[config.mk]
export PLATFORM = sky130hd
export DESIGN_NAME = multi_button_shaper
export DESIGN_NICKNAME = d
export VERILOG_FILES = /design/src/rtl/multi_button_shaper_pkg.sv /design/src/rtl/button_shaper_ch.sv /design/src/rtl/multi_button_shaper.sv
export SDC_FILE = /design/constraint.sdc
export NUM_CORES = 1
export LEC_CHECK = 0
export CAP_MARGIN = 20
export CELL_PAD_IN_SITES_DETAIL_PLACEMENT = 0
export CELL_PAD_IN_SITES_GLOBAL_PLACEMENT = 1
export CORE_UTILIZATION = 41
export CTS_CLUSTER_DIAMETER = 40
export CTS_CLUSTER_SIZE = 14
export DETAILED_ROUTE_END_ITERATION = 16
export GPL_ROUTABILITY_DRIVEN = 1
export PLACE_DENSITY_LB_ADDON = 0.1
export SLEW_MARGIN = 20
export SYNTH_ARGS = -nofsm -noshare
export SYNTH_HDL_FRONTEND = slang
export SYNTH_HIERARCHICAL = 1
export SYNTH_SLANG_ARGS = --single-unit
[constraint.sdc]
create_clock -name clk -period 3.9 [get_ports clk]
set_input_delay 0.78 -clock clk [delete_from_list [all_inputs] [get_ports clk]]
set_output_delay 0.78 -clock clk [all_outputs]
set_load 0.03 [all_outputs]
[src/rtl/multi_button_shaper_pkg.sv]
// multi_button_shaper_pkg
//   Shared definitions for the multi-channel button shaper.
//   - ch_state_e : per-channel FSM state encoding (3 bits)
//   - clog2_min1 : ceil(log2(v)), never less than 1, for counter widths
//   - max2       : larger of two values, for sizing the repeat counter
package multi_button_shaper_pkg;

  typedef enum logic [2:0] {
    ST_IDLE       = 3'd0,
    ST_DB_PRESS   = 3'd1,
    ST_PULSE      = 3'd2,
    ST_HELD       = 3'd3,
    ST_DB_RELEASE = 3'd4
  } ch_state_e;

  function automatic int unsigned clog2_min1(input int unsigned v);
    int unsigned r;
    r = 1;
    for (int i = 1; i < 32; i++) begin
      if ((32'd1 << i) < v) r = i + 1;
    end
    return r;
  endfunction

  function automatic int unsigned max2(input int unsigned a, input int unsigned b);
    return (a > b) ? a : b;
  endfunction

endpackage

[src/rtl/button_shaper_ch.sv]
// button_shaper_ch
//   One button channel: 2-flop synchroniser, debounce FSM and press pulse.
//   Optional auto-repeat while held when MBS_AUTO_REPEAT_EN is defined.
// Ports
//   clk          in   system clock
//   rst          in   synchronous reset, active-high
//   pressed_i    in   raw asynchronous level, 1 = pressed
//   pulse_o      out  one-cycle pulse, decoded from registered state
//   pulse_nxt_o  out  value pulse_o will take after the next clk edge
//   state_o      out  current FSM state (held level is decoded from it)
// Handshake: none; pulse_o is a plain one-cycle strobe with no back-pressure.
module button_shaper_ch
  import multi_button_shaper_pkg::*;
#(
  parameter int unsigned DB_CYCLES     = 16,
  parameter int unsigned REPEAT_DELAY  = 1000,
  parameter int unsigned REPEAT_PERIOD = 250
) (
  input  logic      clk,
  input  logic      rst,
  input  logic      pressed_i,
  output logic      pulse_o,
  output logic      pulse_nxt_o,
  output ch_state_e state_o
);

  localparam int unsigned CW = clog2_min1(DB_CYCLES);
  localparam logic [CW-1:0] DB_LAST = CW'(DB_CYCLES - 1);

  logic          sync1_q, sync2_q;
  ch_state_e     state_q, state_d;
  logic [CW-1:0] db_cnt_q, db_cnt_d;

  always_ff @(posedge clk) begin
    if (rst) begin
      sync1_q  <= 1'b0;
      sync2_q  <= 1'b0;
      state_q  <= ST_IDLE;
      db_cnt_q <= '0;
    end else begin
      sync1_q  <= pressed_i;
      sync2_q  <= sync1_q;
      state_q  <= state_d;
      db_cnt_q <= db_cnt_d;
    end
  end

  always_comb begin
    state_d  = state_q;
    db_cnt_d = db_cnt_q;
    case (state_q)
      ST_IDLE: begin
        if (sync2_q) begin
          state_d  = ST_DB_PRESS;
          db_cnt_d = CW'(1);
        end
      end
      ST_DB_PRESS: begin
        if (!sync2_q) begin
          state_d  = ST_IDLE;
          db_cnt_d = '0;
        end else if (db_cnt_q == DB_LAST) begin
          state_d  = ST_PULSE;
        end else begin
          db_cnt_d = db_cnt_q + 1'b1;
        end
      end
      ST_PULSE: begin
        state_d  = ST_HELD;
        db_cnt_d = '0;
      end
      ST_HELD: begin
        if (!sync2_q) begin
          state_d  = ST_DB_RELEASE;
          db_cnt_d = CW'(1);
        end
      end
      ST_DB_RELEASE: begin
        // A bounce back to pressed returns to HELD without a new pulse.
        if (sync2_q) begin
          state_d  = ST_HELD;
          db_cnt_d = '0;
        end else if (db_cnt_q == DB_LAST) begin
          state_d  = ST_IDLE;
          db_cnt_d = '0;
        end else begin
          db_cnt_d = db_cnt_q + 1'b1;
        end
      end
      default: begin
        state_d  = ST_IDLE;
        db_cnt_d = '0;
      end
    endcase
  end

  assign state_o = state_q;

`ifdef MBS_AUTO_REPEAT_EN
  localparam int unsigned RW = clog2_min1(max2(REPEAT_DELAY, REPEAT_PERIOD));
  localparam logic [RW-1:0] DELAY_LAST  = RW'(REPEAT_DELAY - 1);
  localparam logic [RW-1:0] PERIOD_LAST = RW'(REPEAT_PERIOD - 1);

  // first_q selects the initial (longer) repeat interval.
  logic [RW-1:0] rpt_q, rpt_d;
  logic          first_q, first_d;

  always_ff @(posedge clk) begin
    if (rst) begin
      rpt_q   <= '0;
      first_q <= 1'b1;
    end else begin
      rpt_q   <= rpt_d;
      first_q <= first_d;
    end
  end

  always_comb begin
    rpt_d   = rpt_q;
    first_d = first_q;
    case (state_q)
      ST_PULSE: begin
        rpt_d   = '0;
        first_d = 1'b1;
      end
      ST_HELD: begin
        if (rpt_q == (first_q ? DELAY_LAST : PERIOD_LAST)) begin
          rpt_d   = '0;
          first_d = 1'b0;
        end else begin
          rpt_d = rpt_q + 1'b1;
        end
      end
      ST_DB_RELEASE: begin
        // Count is frozen while debouncing release; cleared once released.
        if (state_d == ST_IDLE) begin
          rpt_d   = '0;
          first_d = 1'b1;
        end
      end
      default: ;
    endcase
  end

  assign pulse_o     = (state_q == ST_PULSE) ||
                       ((state_q == ST_HELD) && (rpt_q == (first_q ? DELAY_LAST : PERIOD_LAST)));
  assign pulse_nxt_o = (state_d == ST_PULSE) ||
                       ((state_d == ST_HELD) && (rpt_d == (first_d ? DELAY_LAST : PERIOD_LAST)));
`else
  assign pulse_o     = (state_q == ST_PULSE);
  assign pulse_nxt_o = (state_d == ST_PULSE);
`endif

endmodule

[src/rtl/multi_button_shaper.sv]
// multi_button_shaper
//   N-channel push-button shaper: synchronise, debounce press and release,
//   and emit one clk-wide pulse per accepted press on each channel.
//   Optional feature macro: MBS_AUTO_REPEAT_EN (auto-repeat pulses while held).
// Ports
//   clk          in   1      system clock, rising edge
//   rst          in   1      synchronous reset, active-high
//   btn_i        in   N_CH   raw asynchronous button levels
//   pulse_o      out  N_CH   one-cycle press pulse per channel
//   held_o       out  N_CH   debounced pressed level per channel
//   any_pulse_o  out  1      registered OR of pulse_o, aligned with pulse_o
module multi_button_shaper
  import multi_button_shaper_pkg::*;
#(
  parameter int unsigned N_CH          = 4,
  parameter int unsigned DB_CYCLES     = 16,
  parameter bit          ACTIVE_LOW    = 1'b1,
  parameter int unsigned REPEAT_DELAY  = 1000,
  parameter int unsigned REPEAT_PERIOD = 250
) (
  input  logic            clk,
  input  logic            rst,
  input  logic [N_CH-1:0] btn_i,
  output logic [N_CH-1:0] pulse_o,
  output logic [N_CH-1:0] held_o,
  output logic            any_pulse_o
);

  if (N_CH < 1 || DB_CYCLES < 2 || REPEAT_DELAY < 1 || REPEAT_PERIOD < 1) begin : g_bad_params
    $error("multi_button_shaper: illegal parameter value");
  end

  // Channels work in the "1 = pressed" domain, so their synchronisers
  // reset to the released level whatever the board polarity is.
  logic [N_CH-1:0] pressed_raw;
  logic [N_CH-1:0] pulse_nxt;
  logic            any_pulse_q;

  assign pressed_raw = ACTIVE_LOW ? ~btn_i : btn_i;

  for (genvar g = 0; g < N_CH; g++) begin : g_ch
    ch_state_e ch_state;

    button_shaper_ch #(
      .DB_CYCLES    (DB_CYCLES),
      .REPEAT_DELAY (REPEAT_DELAY),
      .REPEAT_PERIOD(REPEAT_PERIOD)
    ) u_ch (
      .clk        (clk),
      .rst        (rst),
      .pressed_i  (pressed_raw[g]),
      .pulse_o    (pulse_o[g]),
      .pulse_nxt_o(pulse_nxt[g]),
      .state_o    (ch_state)
    );

    assign held_o[g] = (ch_state == ST_PULSE) || (ch_state == ST_HELD) ||
                       (ch_state == ST_DB_RELEASE);
  end

  // Registered from the channels' next-cycle pulse so it lines up with pulse_o.
  always_ff @(posedge clk) begin
    if (rst) any_pulse_q <= 1'b0;
    else     any_pulse_q <= |pulse_nxt;
  end

  assign any_pulse_o = any_pulse_q;

endmodule

==> impl_metrics.py, run 1 <==
metrics = {
    "run_status": {
        "outcome": "completed",
    },
    "routing": {
        "drc_errors": 0,
        "drtIter0Drc": 113,
        "wl_per_cell_um": 14.0,
        "num_vias": 2038,
        "drtPass1Iterations": 4,
        "vias_per_cell": 5.81,
        "postRouteAntennaNets": 0,
        "routed_wl_mm": 4.90,
    },
    "placement": {
        "dp_hpwl_mm": 3.29,
        "io_buffers": 14,
        "place_inst": 343,
        "globalplace.congestion": 0.742,
    },
    "clock_tree": {
        "cts_root_buf": "clkbuf_8",
        "htree_levels": 2,
        "cts_tree": "built",
        "cts_sinks": 37,
        "hold_buffers": 0,
        "clk_latency_ns": 0.29,
        "post_cts_resized": 0,
        "numCtsBuffers": 5,
        "clk_path_buf_depth": 2,
        "cts.clk_slew.worst_paths_ns": 0.08,
        "cts_setup_buffers": 0,
    },
    "grt": {
        "grt_max_degree": 19,
        "grt_pass1_wl_mm": 8.45,
        "grt_pass1_vias": 1872,
        "grt-ovfl-total": 0,
        "groute.usage.overall_pct": 17.4,
        "antenna_found_initial": 0,
    },
    "logic_synthesis": {
        "syn_nets": 285,
        "synth_top_family_by_area": "simple AND/OR/NAND/NOR gates",
        "syn_area_sq_mm": 0.00235,
        "synth_xor_area_share_pct": 0,
        "synth-simple-area-share_pct": 28.9,
        "synth_ff_type": "dfxtp_1",
        "synth-edff-count": 0,
        "ys_warn_count": 6,
        "seq_area_frac_synth_pct": 31.5,
        "netlist-cell-type-count": 39,
        "synth_area_per_cell_sq_um": 8.54,
        "syn_inst": 275,
        "async_reset_ff_share_pct": 0,
        "synth-seq-cells": 37,
        "synth.mux.area_fraction_pct": 1.86,
        "synth_compound_area_share_pct": 28.1,
        "synth_fa_ha_area_share_pct": 2.13,
    },
    "power_and_ir_drop": {
        "power_frac_seq_pct": 49.0,
        "p_leak_nw": 0.907,
        "powerDensity_mw_per_mm2": 321,
        "power_w": 0.000828,
        "pwr-share-clk_pct": 41.9,
        "p_sw_share_pct": 23.5,
        "power.switching_w": 0.000194,
        "pwr-share-comb_pct": 9.1,
        "internal_power_w": 0.000634,
        "vdd_drop_max_mv": 0.155,
    },
    "floorplan": {
        "die_w_um": 77.7,
        "ios": 15,
        "dieArea_sq_mm": 0.00603,
        "num_rows": 27,
        "die_h_um": 77.7,
        "core_sq_mm": 0.00551,
        "start_util_pct": 42.6,
    },
    "sta": {
        "slew_headroom_pct": 50.3,
        "skew_ns": 0.00806,
        "grt_setup_unrepaired": "no",
        "worst_pin_slew_ns": 0.743,
        "fin_crit_ns": 2.71,
        "drv_slew": 0,
        "max_freq_mhz": 370,
        "finalSetupViolCount": 0,
        "fin_crit_sh_pct": 69.4,
        "tns_ns": 0,
        "hold_viol_final": 0,
    },
    "final_layout": {
        "synthToLayoutAreaGrowth_pct": 9.86,
        "multi_input_area_sq_mm": 0.00143,
        "final_nets": 288,
        "utilization_pct": 46.9,
        "nFillCells": 550,
        "final_common_cell": "dfxtp_1",
        "num_antenna_cells": 0,
        "final_layout_size_suffix_gt1_share_pct": 14.3,
        "final_cell_mix": "dfxtp_1 (37), nor2_1 (20), nand2_1 (20), nor2b_1 (16), clkdlybuf4s50_1 (14)",
        "fin_cells": 351,
        "seqCellArea_sq_um": 741,
    },
    "critical_path": {
        "crit_type": "flop to primary output",
        "critPathMaxFanout": 10,
        "endpoint_kind": "primary output",
        "cp.required_ns": 3.12,
        "cp.arrival_ns": 1.93,
        "critPathLaunchType": "flop",
    },
    "hold_path": {
        "hp-class": "flop to flop",
    },
    "flow_run": {
        "drv_cap": 0,
    },
}
cells by family (layout without fill, tap and decap cells):
kind of cell / after synthesis / in the layout
compound gates: 80 / 80
fa+ha+maj: 4 / 4
buf+inv: 32 / 36
flops: 37 / 37
mux: 4 / 4
simple gates: 118 / 118
synth_stat cells, types with 5 or more instances:
| master | number | area [sq um] |
|---|---|---|
| nand2_1 | 20 | 75.1 |
| dfxtp_1 | 37 | 741 |
| nor2_1 | 20 | 75.1 |
| o21ai_0 | 12 | 60.1 |
| nor3_1 | 8 | 40.0 |
| nand3_1 | 12 | 60.1 |
| a21o_1 | 12 | 90.1 |
| nor2b_1 | 16 | 100 |
| buf_2 | 8 | 40.0 |
| nor3b_1 | 8 | 60.1 |
| a21oi_1 | 12 | 60.1 |
| nor4_1 | 5 | 31.3 |
| inv_1 | 8 | 30.0 |
path summary, 6_finish.rpt:
kind	cells past startpoint	end	slack, ns	start
max	3	pulse_o[3]	1.19	g_ch[3].u_ch/state_o[1]
min	1	g_ch[0].u_ch/sync2_q	0.43	g_ch[0].u_ch/sync1_q
max reg2reg	4	g_ch[2].u_ch/db_cnt_q[3]	2.11	g_ch[2].u_ch/state_o[2]
min reg2reg	1	g_ch[0].u_ch/sync2_q	0.43	g_ch[0].u_ch/sync1_q
stage by stage:
stage	instance area (sq um)	hold slack, ns	setup slack [ns]
floorplan	2350	0.414	1.85
global placement	2460	0.418	1.40
detailed placement	2460	0.427	1.33
CTS	2580	0.437	1.19
global route	2580	0.453	1.07
finish	2580	0.432	1.19
state kept, by name, indices dropped and copies added (netlist names):
name and cells:
g_ch.u_ch/sync1_q 4, g_ch.u_ch/state_o 12, g_ch.u_ch/db_cnt_q 16, g_ch.u_ch/sync2_q 4
any_pulse_o 1
worst max-delay path, stage by stage (launching register included):
cell	delay, ns
dfxtp_1	0.55
inv_1	0.17
nor3_1	0.21
clkdlybuf4s50_1	0.70
power by group through the flow:
stage | sequential (W) | combinational [W] | clock, W
after floorplan | 0.000403 | 0.0000712 | 0
after CTS | 0.000405 | 0.0000753 | 0.000361
after global placement | 0.000415 | 0.0000752 | 0
after detailed placement | 0.000414 | 0.0000752 | 0
final | 0.000406 | 0.0000751 | 0.000347
after global routing | 0.000408 | 0.0000849 | 0.000378
area by class of cell:
class | count | area share [%]
Clock buffer | 7 | 3.35
Timing Repair Buffer | 16 | 6.01
Tap cell | 72 | 3.49
Inverter | 12 | 1.75
Multi-Input combinational cell | 206 | 55.5
Clock inverter | 1 | 1.16
Sequential cell | 37 | 28.7
metal layers:
metal | global-route usage (%) | routed length, um | share of wire [%] | vias up
met5 | 0 | 0 | 0 | -
met4 | 6.23 | 57 | 1.2 | 0
met3 | 4.24 | 146 | 3.0 | 5
met2 | 28.8 | 2250 | 46 | 26
met1 | 21.9 | 2450 | 50 | 983
li1 | - | - | - | 1024
(Power assumes the default switching activity.)
==> run 2: changes to the inputs <==
==> constraint.sdc (replaced) <==
create_clock -name clk -period 2.3 [get_ports clk]
set_input_delay 0.46 -clock clk [delete_from_list [all_inputs] [get_ports clk]]
set_output_delay 0.46 -clock clk [all_outputs]
set_load 0.03 [all_outputs]
==> run 2 against run 1 <==
- die area did not move
- via count fell by 0.79%
- non-clock buffer count rose by 8
- utilization rose by 0.77 points
- critical path depth did not move
- combinational power rose by 85%
- total power rose by 54%
- count of clock-buffer cells in the layout fell by 1
- critical endpoint is now held_o[2]
==> impl_metrics.py, run 2 (same netlist as run 1, synthesis figures left out) <==
metrics = {
    "run_status": {
        "outcome": "completed",
    },
    "critical_path": {
        "cp.required_ns": 1.84,
        "worstPathBufferInverterCount": 1,
        "cp.arrival_ns": 1.76,
        "endpoint_kind": "primary output",
        "crit_type": "flop to primary output",
        "crit_chain": "nor2_1 > mux2_2 > clkdlybuf4s50_1",
        "critPathLaunchType": "flop",
        "slowest_delay_ns": 0.59,
        "path_delay_family": "buffers and inverters",
        "cp.depth": 3,
        "r2r_cells": 5,
        "r2r_end": "g_ch[2].u_ch/db_cnt_q[3]",
        "critPathSlowestCell": "clkdlybuf4s50_1",
        "critPathMaxFanout": 11,
        "cp-startpoint": "g_ch[2].u_ch/state_o[1]",
        "r2r-start": "g_ch[2].u_ch/state_o[2]",
        "ff2ff_setup_slack_ns": 0.52,
    },
    "clock_tree": {
        "cts_tree": "built",
        "cts_sinks": 37,
        "numCtsBuffers": 5,
        "htree_levels": 2,
        "hold_buffers": 0,
        "cts.clk_slew.worst_paths_ns": 0.08,
        "post_cts_resized": 2,
        "clk_path_buf_depth": 2,
        "clk_latency_ns": 0.29,
        "cts_root_buf": "clkbuf_8",
        "cts_setup_buffers": 0,
    },
    "hold_path": {
        "whs_endpoint": "g_ch[1].u_ch/sync2_q",
        "hp-class": "flop to flop",
        "hold_path_depth": 1,
        "min-delay-start": "g_ch[1].u_ch/sync1_q",
    },
    "grt": {
        "grt_pass1_wl_mm": 8.32,
        "grt_pass1_vias": 1816,
        "grt_max_degree": 42,
        "groute.usage.overall_pct": 17.0,
        "grtUsageMet1_pct": 23.8,
        "met3_usage_pct": 3.88,
        "gr-usage-met2_pct": 25.3,
        "busiest_layer": "met2",
        "antenna_found_initial": 0,
        "grt-ovfl-total": 0,
    },
    "sta": {
        "worst_pin_slew_ns": 0.440,
        "hold_viol_final": 0,
        "grt_setup_unrepaired": "no",
        "fin_crit_ns": 2.22,
        "max_freq_mhz": 451,
        "slew_headroom_pct": 70.6,
        "drv_slew": 0,
        "skew_ns": 0.00921,
        "fin_crit_sh_pct": 96.4,
        "finalSetupViolCount": 0,
        "tns_ns": 0,
    },
    "final_layout": {
        "largest_reg_flops": 16,
        "fin_cells": 359,
        "final_area_sq_mm": 0.00262,
        "nFillCells": 534,
        "final_common_cell": "dfxtp_1",
        "num_antenna_cells": 0,
        "final_layout_size_suffix_gt1_share_pct": 17.1,
        "final_cell_mix": "dfxtp_1 (36), nor2_1 (20), nand2_1 (20), nor2b_1 (16)",
        "final_nets": 296,
        "regMostFlops": "g_ch.u_ch/db_cnt_q",
        "synthToLayoutAreaGrowth_pct": 11.7,
    },
    "placement": {
        "dp_hpwl_mm": 3.24,
        "dpl_cell_area_sq_mm": 0.00254,
        "globalplace.congestion": 0.775,
        "io_buffers": 14,
        "place_inst": 351,
    },
    "floorplan": {
        "ios": 15,
        "num_rows": 27,
        "core_sq_mm": 0.00551,
        "start_util_pct": 42.6,
        "die_h_um": 77.7,
        "die_w_um": 77.7,
        "dieArea_sq_mm": 0.00603,
    },
    "routing": {
        "drtIter0Drc": 138,
        "routed_wl_mm": 4.74,
        "vias_per_cell": 5.63,
        "drtPass1Iterations": 4,
        "drc_errors": 0,
        "num_vias": 2022,
        "postRouteAntennaNets": 0,
        "wl_per_cell_um": 13.2,
    },
    "power_and_ir_drop": {
        "p_leak_nw": 0.989,
        "vdd_drop_max_mv": 0.302,
        "powerDensity_mw_per_mm2": 485,
    },
    "flow_run": {
        "drv_cap": 0,
    },
}
==> run 2: changes by cell type in the layout (fill, tap and decap cells not counted) <==
cell,delta
buf_12,+1
buf_4,+7
dlygate4sd2_1,+2
clkinv_2,+2
dlymetal6s2s_1,+2
dfxtp_1,-1
clkdlybuf4s50_1,-4
clkbuf_8,-1
dfxtp_2,+1
bufinv_16,-1
==> run 2: stage by stage <==
| step | setup WS [ns] | power (W) | hold WS, ns | util, % |
|---|---|---|---|---|
| 2_1_floorplan | 0.569 | 0.000804 | 0.414 | - |
| 3_3_place_gp | 0.318 | 0.000836 | 0.417 | 46.1 |
| 3_5_place_dp | 0.291 | 0.000834 | 0.427 | 46.1 |
| 4_1_cts | 0.0203 | 0.00129 | 0.437 | 47.5 |
| 5_1_grt | 0.00195 | 0.00134 | 0.444 | 47.6 |
| 6_report | 0.0820 | 0.00127 | 0.429 | 47.6 |
==> run 2: worst max-delay path by stage <==
| stage | to |
|---|---|
| 2_1_floorplan | pulse_o[3] |
| 3_3_place_gp | pulse_o[3] |
| 3_5_place_dp | pulse_o[2] |
| 4_1_cts | pulse_o[1] |
| 5_1_grt | held_o[2] |
| 6_report | held_o[2] |
==> run 2: where the power goes <==
group	internal, W	switching [W]
Combinational	0.0000677	0.0000709
Clock	0.000210	0.000242
Sequential	0.000658	0.0000232
==> run 2: metal layers <==
layer	wire length, um	vias to the layer above
met1	2380	934
met5	0	-
li1	-	1037
met3	200	6
met2	2090	45
met4	68	0
==> run 2: final cells by class <==
| cell class | count | area, sq um | area share (%) |
|---|---|---|---|
| inverter | 12 | 45.0 | 1.72 |
| tap | 72 | 90.1 | 3.44 |
| clock buffer | 6 | 72.6 | 2.77 |
| timing repair buffer | 24 | 230 | 8.78 |
| multi-input combinational | 206 | 1430 | 54.6 |
| sequential | 37 | 742 | 28.3 |
| clock inverter | 2 | 10.0 | 0.382 |
